`config.mk`:
```
export PLATFORM = sky130hd
export DESIGN_NAME = wf_issue_arbiter
export DESIGN_NICKNAME = d
export VERILOG_FILES = /design/src/rtl/wf_issue_arbiter.sv
export SDC_FILE = /design/constraint.sdc
export NUM_CORES = 1
export LEC_CHECK = 0
export BUFFER_PORTS_ARGS = -buffer_cell sky130_fd_sc_hd__buf_2
export CORE_ASPECT_RATIO = 2
export CORE_MARGIN = 2
export CORE_UTILIZATION = 30
export CTS_CLUSTER_SIZE = 10
export DETAILED_ROUTE_END_ITERATION = 7
export SLEW_MARGIN = 20
export SYNTH_ARGS = -nofsm -noshare
export SYNTH_HDL_FRONTEND = slang
export SYNTH_SLANG_ARGS = --single-unit
```
`constraint.sdc`:
```
create_clock -name clk -period 18 [get_ports clk]
set_input_delay 1.8 -clock clk [delete_from_list [all_inputs] [get_ports clk]]
set_output_delay 1.8 -clock clk [all_outputs]
set_load 0.02 [all_outputs]
```
`src/rtl/wf_issue_arbiter.sv`:
```
// Round-robin wavefront issue arbiter: merges readiness sources, picks one
// wavefront per request and holds it under a valid/ack handshake, with per-WF hold-off.
module wf_issue_arbiter #(
  parameter int NUM_WF  = 40,
  parameter int WFID_W  = 6,
  parameter int HOLDOFF = 2
) (
  input  logic              clk,
  input  logic              rst,
  input  logic [NUM_WF-1:0] ready_arry_gpr,
  input  logic [NUM_WF-1:0] ready_arry_oth,
  input  logic              issue_ack,
  input  logic              flush_valid,
  input  logic [WFID_W-1:0] flush_wfid,
  output logic              issue_valid,
  output logic [WFID_W-1:0] issue_wfid,
  output logic [NUM_WF-1:0] issue_onehot
);

  typedef enum logic {IDLE, REQ} state_t;

  localparam logic [WFID_W:0] NUM_WF_EXT = (WFID_W+1)'(NUM_WF);

  state_t            state_q, state_d;
  logic [WFID_W-1:0] ptr_q, ptr_d;
  logic [WFID_W-1:0] wfid_q, wfid_d;
  logic [2:0]        cnt_q [NUM_WF];
  logic [2:0]        cnt_d [NUM_WF];

  logic [NUM_WF-1:0] holdoff_mask;
  logic [NUM_WF-1:0] flush_mask;
  logic [NUM_WF-1:0] cand;
  logic              pick_found;
  logic [WFID_W-1:0] pick;
  logic              issued;

  always_comb begin
    for (int i = 0; i < NUM_WF; i++) begin
      holdoff_mask[i] = (cnt_q[i] != 3'd0);
      // Out-of-range ids never match any index, so they mask nothing.
      flush_mask[i]   = flush_valid && (flush_wfid == WFID_W'(i));
    end
    cand = ready_arry_gpr & ready_arry_oth & ~holdoff_mask & ~flush_mask;
  end

  // Search starts just past the last granted WF and wraps at NUM_WF-1.
  always_comb begin
    logic [WFID_W:0] sum;
    // NOTE: every combinational output gets a default first so no path leaves it unassigned (no latch).
    pick_found = 1'b0;
    pick       = '0;
    sum        = '0;
    for (int k = 1; k <= NUM_WF; k++) begin
      sum = {1'b0, ptr_q} + (WFID_W+1)'(k);
      if (sum >= NUM_WF_EXT) sum = sum - NUM_WF_EXT;
      if (!pick_found && cand[sum[WFID_W-1:0]]) begin
        pick_found = 1'b1;
        pick       = sum[WFID_W-1:0];
      end
    end
  end

  always_comb begin
    state_d = state_q;
    ptr_d   = ptr_q;
    wfid_d  = wfid_q;
    issued  = 1'b0;
    case (state_q)
      IDLE: begin
        if (pick_found) begin
          wfid_d  = pick;
          state_d = REQ;
        end
      end
      REQ: begin
        // Ack takes priority over a same-WF flush: the WF counts as issued.
        if (issue_ack) begin
          ptr_d   = wfid_q;
          issued  = 1'b1;
          state_d = IDLE;
        end else if (flush_valid && (flush_wfid == wfid_q)) begin
          state_d = IDLE;
        end
      end
      default: state_d = IDLE;
    endcase
  end

  always_comb begin
    for (int i = 0; i < NUM_WF; i++) begin
      cnt_d[i] = (cnt_q[i] != 3'd0) ? cnt_q[i] - 3'd1 : 3'd0;
      if (flush_mask[i]) cnt_d[i] = 3'd0;
      if (issued && (wfid_q == WFID_W'(i))) cnt_d[i] = 3'(HOLDOFF);
    end
  end

  // NOTE: sequential state uses non-blocking assignments so every register samples pre-edge values.
  always_ff @(posedge clk or posedge rst) begin
    if (rst) begin
      state_q <= IDLE;
      ptr_q   <= WFID_W'(NUM_WF - 1);
      wfid_q  <= '0;
      // NOTE: the hold-off array is reset explicitly; a stale count would mask a WF after reset.
      for (int i = 0; i < NUM_WF; i++) cnt_q[i] <= 3'd0;
    end else begin
      state_q <= state_d;
      ptr_q   <= ptr_d;
      wfid_q  <= wfid_d;
      for (int i = 0; i < NUM_WF; i++) cnt_q[i] <= cnt_d[i];
    end
  end

  assign issue_valid = (state_q == REQ);
  assign issue_wfid  = wfid_q;

  always_comb begin
    for (int i = 0; i < NUM_WF; i++) begin
      issue_onehot[i] = issue_valid && (wfid_q == WFID_W'(i));
    end
  end

endmodule

```
# ---- Word-level counts from Yosys, hierarchy flattened
# Cells that the tools add are included.
# W data, S select, Z words.
dict set report word_totals {
  register_bits 133
  word_cells 897
}
dict set report op_classes {
  mux 326
  n_eq_ne 79
  n_addsub 120
  n_reduce_logical 243
  n_bitwise 6
  magnitude_cmp 80
}
# op count
set ops {}
lappend ops {{$mux W6} 80}
lappend ops {{$mux W3} 120}
lappend ops {{$ge A7 B6 Y1 const B} 40}
lappend ops {{$lt A6 B7 Y1 const B} 40}
lappend ops {{$bmux W1 S6} 40}
lappend ops {{$sub A6 B6 Y6 const B} 40}
lappend ops {{$eq A6 B5 Y1 const B} 32}
lappend ops {{$logic_and A1 B1 Y1} 160}
lappend ops {{$and A40 B40 Y40} 3}
lappend ops {{$reduce_bool A3 Y1} 40}
lappend ops {{$sub A3 B1 Y3 const B} 40}
lappend ops {{$add A6 B5 Y7 const B} 16}
lappend ops {{$eq A6 B4 Y1 const B} 16}
lappend ops {{$eq A6 B6 Y1 const B} 16}
lappend ops {{$mux W1} 85}
lappend ops {{$not A40 Y40} 2}
lappend ops {{$add A6 B6 Y7 const B} 9}
lappend ops {{$add A6 B4 Y7 const B} 8}
lappend ops {{$eq A6 B3 Y1 const B} 8}
lappend ops {{$logic_not A1 Y1} 39}
lappend ops {{$add A6 B3 Y7 const B} 4}
lappend ops {{$eq A6 B2 Y1 const B} 4}
lappend ops {{$add A6 B2 Y7 const B} 2}
lappend ops {{$eq A6 B1 Y1 const B} 2}
lappend ops {{other kinds (6)} 8}

# ---- Depth between registers and ports, before layout
# Gate-level depths: netlist (run 1).
dict set report logic_depth {
  ltp_word 126
  depth_mapped 29
  mapped_depth_nobuf 23
}

# ---- Least setup slack after synthesis (run 1)
# Ideal clock, no wire load.
dict set report synth_path {
  path_kind {register -> register}
  startpoint {register ptr_q[1]}
  endpoint {register wfid_q[4], in the netlist issue_wfid[4]}
  stages_incl_launch_ff 30
  setup_ns 0.132
  required_ns 17.868
  slack_ns 10.998
  synth_period_minus_slack_ns 7.002
  path_buffers 8
  t_arrival_ns 6.870
  path_cell_list {dfstp_2 clkbuf_1 clkinv_1 buf_1 clkbuf_1 ha_1 clkbuf_1 a21boi_0 xnor2_1 inv_1 clkbuf_1 ha_1 clkbuf_1 inv_1 a31oi_1 o311a_1 mux2_2 o22ai_1 nor2_1 nand2_1 or4_1 buf_2 buf_6 or4_4 a32oi_1 o31ai_1 o221ai_1 a311oi_1 nand2_1 o211ai_1}
}
dict set report synth_between {
  elab_chain_cells 124
}
# element line
set synth_lines {}
lappend synth_lines {{start: declaration} 25} ;# logic [WFID_W-1:0] ptr_q, ptr_d;
lappend synth_lines {{start signal: assignment} 101} ;# ptr_q <= WFID_W'(NUM_WF - 1);
lappend synth_lines {{start signal: assignment} 107} ;# ptr_q <= ptr_d;
lappend synth_lines {{$add A6 B1 Y7} 54} ;# sum = {1'b0, ptr_q} + (WFID_W+1)'(k);
lappend synth_lines {{$sub A6 B6 Y6 or $ge A7 B6 Y1 (tied branches)} 55} ;# if (sum >= NUM_WF_EXT) sum = sum - NUM_WF_EXT;
lappend synth_lines {{$mux W6} 55}
lappend synth_lines {{$bmux W1 S6} 56} ;# if (!pick_found && cand[sum[WFID_W-1:0]]) begin
lappend synth_lines {{$mux W1 (not written as such)} 56}
lappend synth_lines {{$mux W1} 56}
lappend synth_lines {{$logic_not A1 Y1} 56}
lappend synth_lines {{$logic_and A1 B1 Y1} 56}
lappend synth_lines {{[108 not listed]} -}
lappend synth_lines {{$mux W1} 56}
lappend synth_lines {{$logic_not A1 Y1} 56}
lappend synth_lines {{$logic_and A1 B1 Y1} 56}
lappend synth_lines {{$mux W1} 56}
lappend synth_lines {{$logic_not A1 Y1} 56}
lappend synth_lines {{$logic_and A1 B1 Y1} 56}
lappend synth_lines {{$mux W1} 56}
lappend synth_lines {{$reduce_and A2 Y1 (no source line)} -}
lappend synth_lines {{end signal: assignment} 108} ;# wfid_q <= wfid_d;
lappend synth_lines {{end: declaration} 26} ;# logic [WFID_W-1:0] wfid_q, wfid_d;
# Parallel ways exist; a longest one is shown, timed or not. The select of a mux whose other input is x is not followed.
# A chain may end at the register's enable or synchronous reset.

# ---- Worst setup path after layout (run 1)
dict set report layout_path {
  startpoint {register ptr_q[2]}
  endpoint {register wfid_q[5], in the netlist issue_wfid[5]}
}
# Same word-level chain as after synthesis.

==> results of run 1 <==
[per-layer routing]
metal | GRT usage, % | vias up
li1 | - | 9990
met1 | 32.8 | 11100
met2 | 62.8 | 1171
met3 | 5.93 | 459
met4 | 37.6 | 6
met5 | 0 | -
[path summary, 6_finish.rpt]
| kind | to | start | cells past startpoint |
|---|---|---|---|
| setup / recovery | issue_wfid[5] | ptr_q[2] | 21 |
| hold / removal | cnt_q[9] | cnt_q[9] | 1 |
| setup reg to reg | issue_wfid[5] | ptr_q[2] | 21 |
| hold reg to reg | cnt_q[9] | cnt_q[9] | 1 |
| max in group asynchronous | cnt_q[119] | rst | 3 |
| min in group asynchronous | cnt_q[78] | rst | 2 |
[sequential cells by signal, summed over array words and instances, names as in the netlist]
register and flops:
issue_wfid 6, cnt_q 120, issue_valid 1, ptr_q 6
[worst reg2reg max path: stages, from the launching register on]
cell and delay (ns):
dfstp_2 0.51, buf_4 0.32, clkinv_1 0.56, buf_4 0.41
ha_1 0.34, a21oi_1 0.35, xnor2_1 0.38, inv_2 0.23
ha_1 0.35, a31o_2 0.27, a31oi_1 0.41, nor4b_1 0.14
o31ai_2 0.35, o311ai_1 0.26, or4_4 0.67, or4_1 0.90
nor4_4 0.75, a2111oi_0 0.29, o311a_1 0.21, nor3_1 0.17
nand4_1 0.13, a41o_1 0.25
[per-stage QoR]
stage	std cells	hold slack (ns)	setup WS [ns]
global route	3457	0.477	9.23
global placement	3425	0.465	9.68
floorplan	2545	0.424	11.00
CTS	3455	0.464	9.74
finish	3460	0.462	9.63
detailed placement	3425	0.459	9.59
[area by class of cell]
class                      count  share of cell area, %
clock buffer                  28                   2.91
clock inverter                 2                 0.0457
timing repair buffer         218                   5.94
sequential                   133                   15.2
multi-input combinational   2200                   69.9
antenna                        3                 0.0343
tap                          798                   4.56
inverter                      78                   1.36
[logic make-up after synthesis]
family / count (synthesis) / share of synthesized area, %
and+or+nand+nor: 1102 / 30.6
AOI/OAI and AO/OA: 786 / 27.4
buffers and inverters: 212 / 4.49
DFF: 133 / 17.2
muxes: 165 / 12.2
adders and majority gates: 63 / 4.12
xor gates and xnor gates: 84 / 3.95
[layout by cell type (no fill, tap or decap), drive strengths merged, types with 26 or more instances in the layout]
cell / count
dfrtp: 129
nand3b: 41
mux2i: 82
clkbuf: 28
a21oi: 176
xnor2: 71
ha: 62
nand3: 52
mux2: 32
nor2: 313
a211oi: 47
nor3b: 55
a21boi: 26
nor4: 70
nor3: 120
nand2: 194
o22ai: 60
mux4: 51
a2111oi: 30
o21ai: 153
nand2b: 38
nor2b: 28
or3: 29
a21o: 27
a31oi: 32
buf: 218
o211ai: 29
inv: 72
==> impl_results.md, run 1 <==
- Status: complete, no violations
- DP Area: 21,100 um^2
- Synthesized flop and latch total: 133
- DP Wirelength: 92,700 um
- Synth async-reset ratio: 100%
- Worst-Margin Slew: 1.34 ns
- Die Height: 363 um
- Crit end category: flop
- Synthesis-to-finish area growth: 13.2%
- Startpoint types: flop
- Yosys cell types: 110
- Total length of routed wires: 118,000 um
- Synth area leaders: dfrtp_1 17%, nor2_1 6.1%, mux4_2 5.9%
- Most instantiated library cell after synthesis: nor2_1
- Final net count: 2,809
- Clock skew: 0.0201 ns
- Final core area utilization: 34.3%
- Layout cells sized above 1: 15.8%
- Cell count after synthesis: 2,545
- Vias/cell: 6.57
- Yosys warnings: 0
- Crit path cell chain: buf_4 > clkinv_1 > buf_4 > ha_1 > a21oi_1 > xnor2_1 > inv_2 > ha_1 > a31o_2 > a31oi_1 > nor4b_1 > o31ai_2 > o311ai_1 > or4_4 > or4_1 > nor4_4 > a2111oi_0 > o311a_1 > nor3_1 > nand4_1 > a41o_1
- Clock Pin Slew Worst Setup and Hold Paths: 0.06 ns
- DIE AREA: 66,600 um^2
- First-pass DRT Iterations: 6
- WP data arrival: 8.77 ns
- Max Fanout on Critical Path: 19
- All-Layer GR Usage: 35.4%
- CTS Hold Buffers Added: 0
- Resized cells post-CTS: 0
- H-tree depth: 4
- Slew Viols, Final: 0
- Min-Delay Path Class: flop to flop
- CORE AREA: 63,800 um^2
- Initial Utilization: 30.3%
- Cell taking the most area after synthesis: dfrtp_1
- Setup Fix Bufs, Post-CTS: 0
- Post-route ant nets: 0
- PortBufs: 136
- Area of the multi-input gates: 15,300 um^2
- 1st-iter DRT viols: 2,099
- Register area share after synthesis: 17.2%
- CTS Buf Count: 25
- CP peak stage delay: 0.89 ns
- Commonest register cell after synthesis: dfrtp_1
- WL/cell: 34.2 um
- Die X: 183 um
- CTS max path bufs: 3
- Maximum clock frequency: 119 MHz
- Reg2reg setup slack: 9.63 ns
- Grt ovf: 0
- Final setup fails: 0
- WP buf/inv: 4
- Total negative slack: 0 ns
- Clock root buffer: clkbuf_16
- Final period utilization: 46.5%
- Syn avg cell area: 7.60 um^2
- EDFF count, synth: 0
- RSZ-0062 raised after global routing: false
- Minimum clock period: 8.37 ns
- Fillers: 6,784
- MaxCap Viol Count: 0
- Total number of vias: 22,700
- Synth top area share: 16.7%
- Clock Sinks: 133
- Pin count of the biggest net entering global routing: 72
- Clock latency on the worst-skew pair: 0.50 ns
- DRC: 0
- Mapped Area: 19,300 um^2
- Sequential cell area: 3330 um^2
- Vias in the first global route: 22,800
- Most instantiated cells after synthesis: 313 x nor2_1, 194 x nand2_1, 176 x a21oi_1
- M1 wire length: 37,300 um
- CTS tree: yes
- First-pass GRT wire length: 166,000 um
- DR WL met2: 58,700 um
- Met3 Routed Length: 6140 um
- Critical-path top delay cell: or4_1
- Final Hold Viols: 0
- Top delay family on crit path: simple AND/OR/NAND/NOR gates
- GPL Wtd Cong: 1.07
- Initial antenna violation count: 9
- CP Class: flop to flop
- Final Cell Area: 21,900 um^2
- CP required: 18.39 ns
- Syn nets: 2,698
- IO Pins: 137
- FP Rows: 131
- Max layer used: met5
- Slew margin rel.: 10.5%
Power of run 1 is not shown: default switching activity piles up to over one toggle a cycle in this logic, so the estimate is an artifact.
==> inputs of run 2 (changes only) <==
- clock period: 18 -> 7.6 ns (I/O delays scaled with it)
==> impl_results.md, run 2 (synthesis results as in run 1) <==
- Status: complete, no violations
- Critical-path top delay cell: a21oi_1
- Commonest non-fill, non-tap cell in the layout: nor2_1
- Final core area utilization: 35.7% (+1.4 points)
- CTS Buf Count: 25 (unchanged)
- WL/cell: 34.4 um (+0.72%)
- Final Hold Viols: 0 (unchanged)
- CTS max path bufs: 3 (unchanged)
- Total negative slack: 0 ns (unchanged)
- DP Area: 21,900 um^2 (+3.6%)
- Initial antenna violation count: 8 (-1)
- Commonest non-fill, non-tap cells in the layout: 313 x nor2_1, 194 x nand2_1, 181 x buf_4, 171 x a21oi_1, 145 x o21ai_0
- DP Wirelength: 94,300 um (+1.7%)
- CTS tree: yes
- CTS Hold Buffers Added: 0 (unchanged)
- DIE AREA: 66,600 um^2 (unchanged)
- Final net count: 2,914 (+3.7%)
- Min-Delay Path Class: primary input to async pin
- Die Height: 363 um (unchanged)
- Clock root buffer: clkbuf_16
- Crit path cell chain: clkinv_1 > ha_1 > a21oi_1 > xnor2_1 > inv_1 > ha_1 > o21ai_0 > a21boi_0 > mux2i_1 > mux2i_1 > a221oi_1 > nand2_1 > or4_1 > buf_4 > a2111oi_0 > a32oi_1 > o31ai_1 > o221ai_1 > a311oi_1 > nand2_1 > o211ai_1
- Pin count of the biggest net entering global routing: 73 (+1.4%)
- Clock skew: 0.0130 ns (-0.00717 ns)
- Post-route ant nets: 0 (unchanged)
- Final period utilization: 99.1% (+53 points)
- Crit end category: flop
- First-pass GRT wire length: 172,000 um (+3.9%)
- MaxCap Viol Count: 0 (unchanged)
- Max Fanout on Critical Path: 16 (-3)
- Total number of vias: 23,700 (+4.2%)
- Maximum clock frequency: 133 MHz (+11%)
- Total length of routed wires: 123,000 um (+3.9%)
- 1st-iter DRT viols: 2,005 (-4.5%)
- Slew Viols, Final: 0 (unchanged)
- WP data arrival: 7.94 ns (-0.83 ns)
- Startpoint types: flop
- DRC: 0 (unchanged)
- FP Rows: 131 (unchanged)
- First-pass DRT Iterations: 6 (unchanged)
- IO Pins: 137 (unchanged)
- Vias/cell: 6.63 (+1.0%)
- Max reg flops: 120 (unchanged)
- Minimum clock period: 7.53 ns (-0.840 ns)
- RSZ-0062 raised after global routing: false
- CP required: 8.01 ns (-10.38 ns)
- CORE AREA: 63,800 um^2 (unchanged)
- H-tree depth: 4 (unchanged)
- Vias in the first global route: 23,500 (+3.3%)
- Worst-Margin Slew: 1.23 ns (-0.110 ns)
- PortBufs: 136 (unchanged)
- Hold_ws: 0.338 ns (-0.124 ns)
- Clock latency on the worst-skew pair: 0.51 ns (about the same)
- Largest register by flop count: cnt_q
- CP Class: flop to flop
- Initial Utilization: 30.3% (unchanged)
- Layout cells sized above 1: 19.3% (+3.5 points)
- Clock Sinks: 133 (unchanged)
- Die X: 183 um (unchanged)
- All-Layer GR Usage: 36.9% (+1.5 points)
- Resized cells post-CTS: 0 (unchanged)
- Clock Pin Slew Worst Setup and Hold Paths: 0.07 ns (about the same)
- Synthesis-to-finish area growth: 17.9%
- CP peak stage delay: 0.88 ns (about the same)
- Slew margin rel.: 17.8% (+7.3 points)
- Final Cell Area: 22,800 um^2 (+4.1%)
- Setup Fix Bufs, Post-CTS: 0 (unchanged)
- GPL Wtd Cong: 1.13 (+5.6%)
- Grt ovf: 0 (unchanged)
- Final setup fails: 0 (unchanged)
==> run 2: changes by cell type in the layout (fill, tap and decap cells not counted), sizes merged <==
cell and delta:
buf +104, clkbuf +4
==> run 2: per-stage QoR <==
stage               worst slack (ns)  instances
floorplan                      0.598       2545
global placement             -0.0498       3528
detailed placement             0.144       3528
CTS                            0.430       3561
global route                  0.0687       3565
finish                        0.0652       3568
==> run 2: cell type report <==
type                            instances  area [um^2]
Antenna cell                            3         7.51
Clock buffer                           31          698
Clock inverter                          2         10.0
Fill cell                            6773        41000
Inverter                               78          298
Multi-Input combinational cell       2200        15300
Sequential cell                       133         3330
Tap cell                              798          998
Timing Repair Buffer                  323         2120
==> run 2: metal layers <==
layer	global-route usage [%]	vias up	wire, um
li1	-	10200	-
met1	34.1	11400	37700
met2	64.8	1376	60400
met3	7.99	628	8270
met4	38.0	8	16300
met5	0	-	43
==> run 2: path summary, 6_finish.rpt <==
path                           from            end  slack [ns]  depth (start not counted)
setup reg to reg           ptr_q[2]  issue_wfid[4]        0.07                         21
hold reg to reg            cnt_q[9]       cnt_q[9]        0.47                          1
setup / recovery           ptr_q[2]  issue_wfid[4]        0.07                         21
max in group asynchronous       rst      cnt_q[12]        5.74                          3
min in group clk           cnt_q[9]       cnt_q[9]        0.47                          1
hold / removal                  rst      cnt_q[75]        0.34                          2
==> run 2: worst max-delay path: cells and delay by family, from the launching register on <==
family	cells	cell delay, ns
adders and majority gates	2	0.66
muxes	2	0.58
xor gates and xnor gates	1	0.46
DFF	1	0.54
buffers and inverters	3	0.78
and+or+nand+nor	3	0.91
AOI/OAI and AO/OA	10	3.47
Power of run 2 is left out for the same reason.
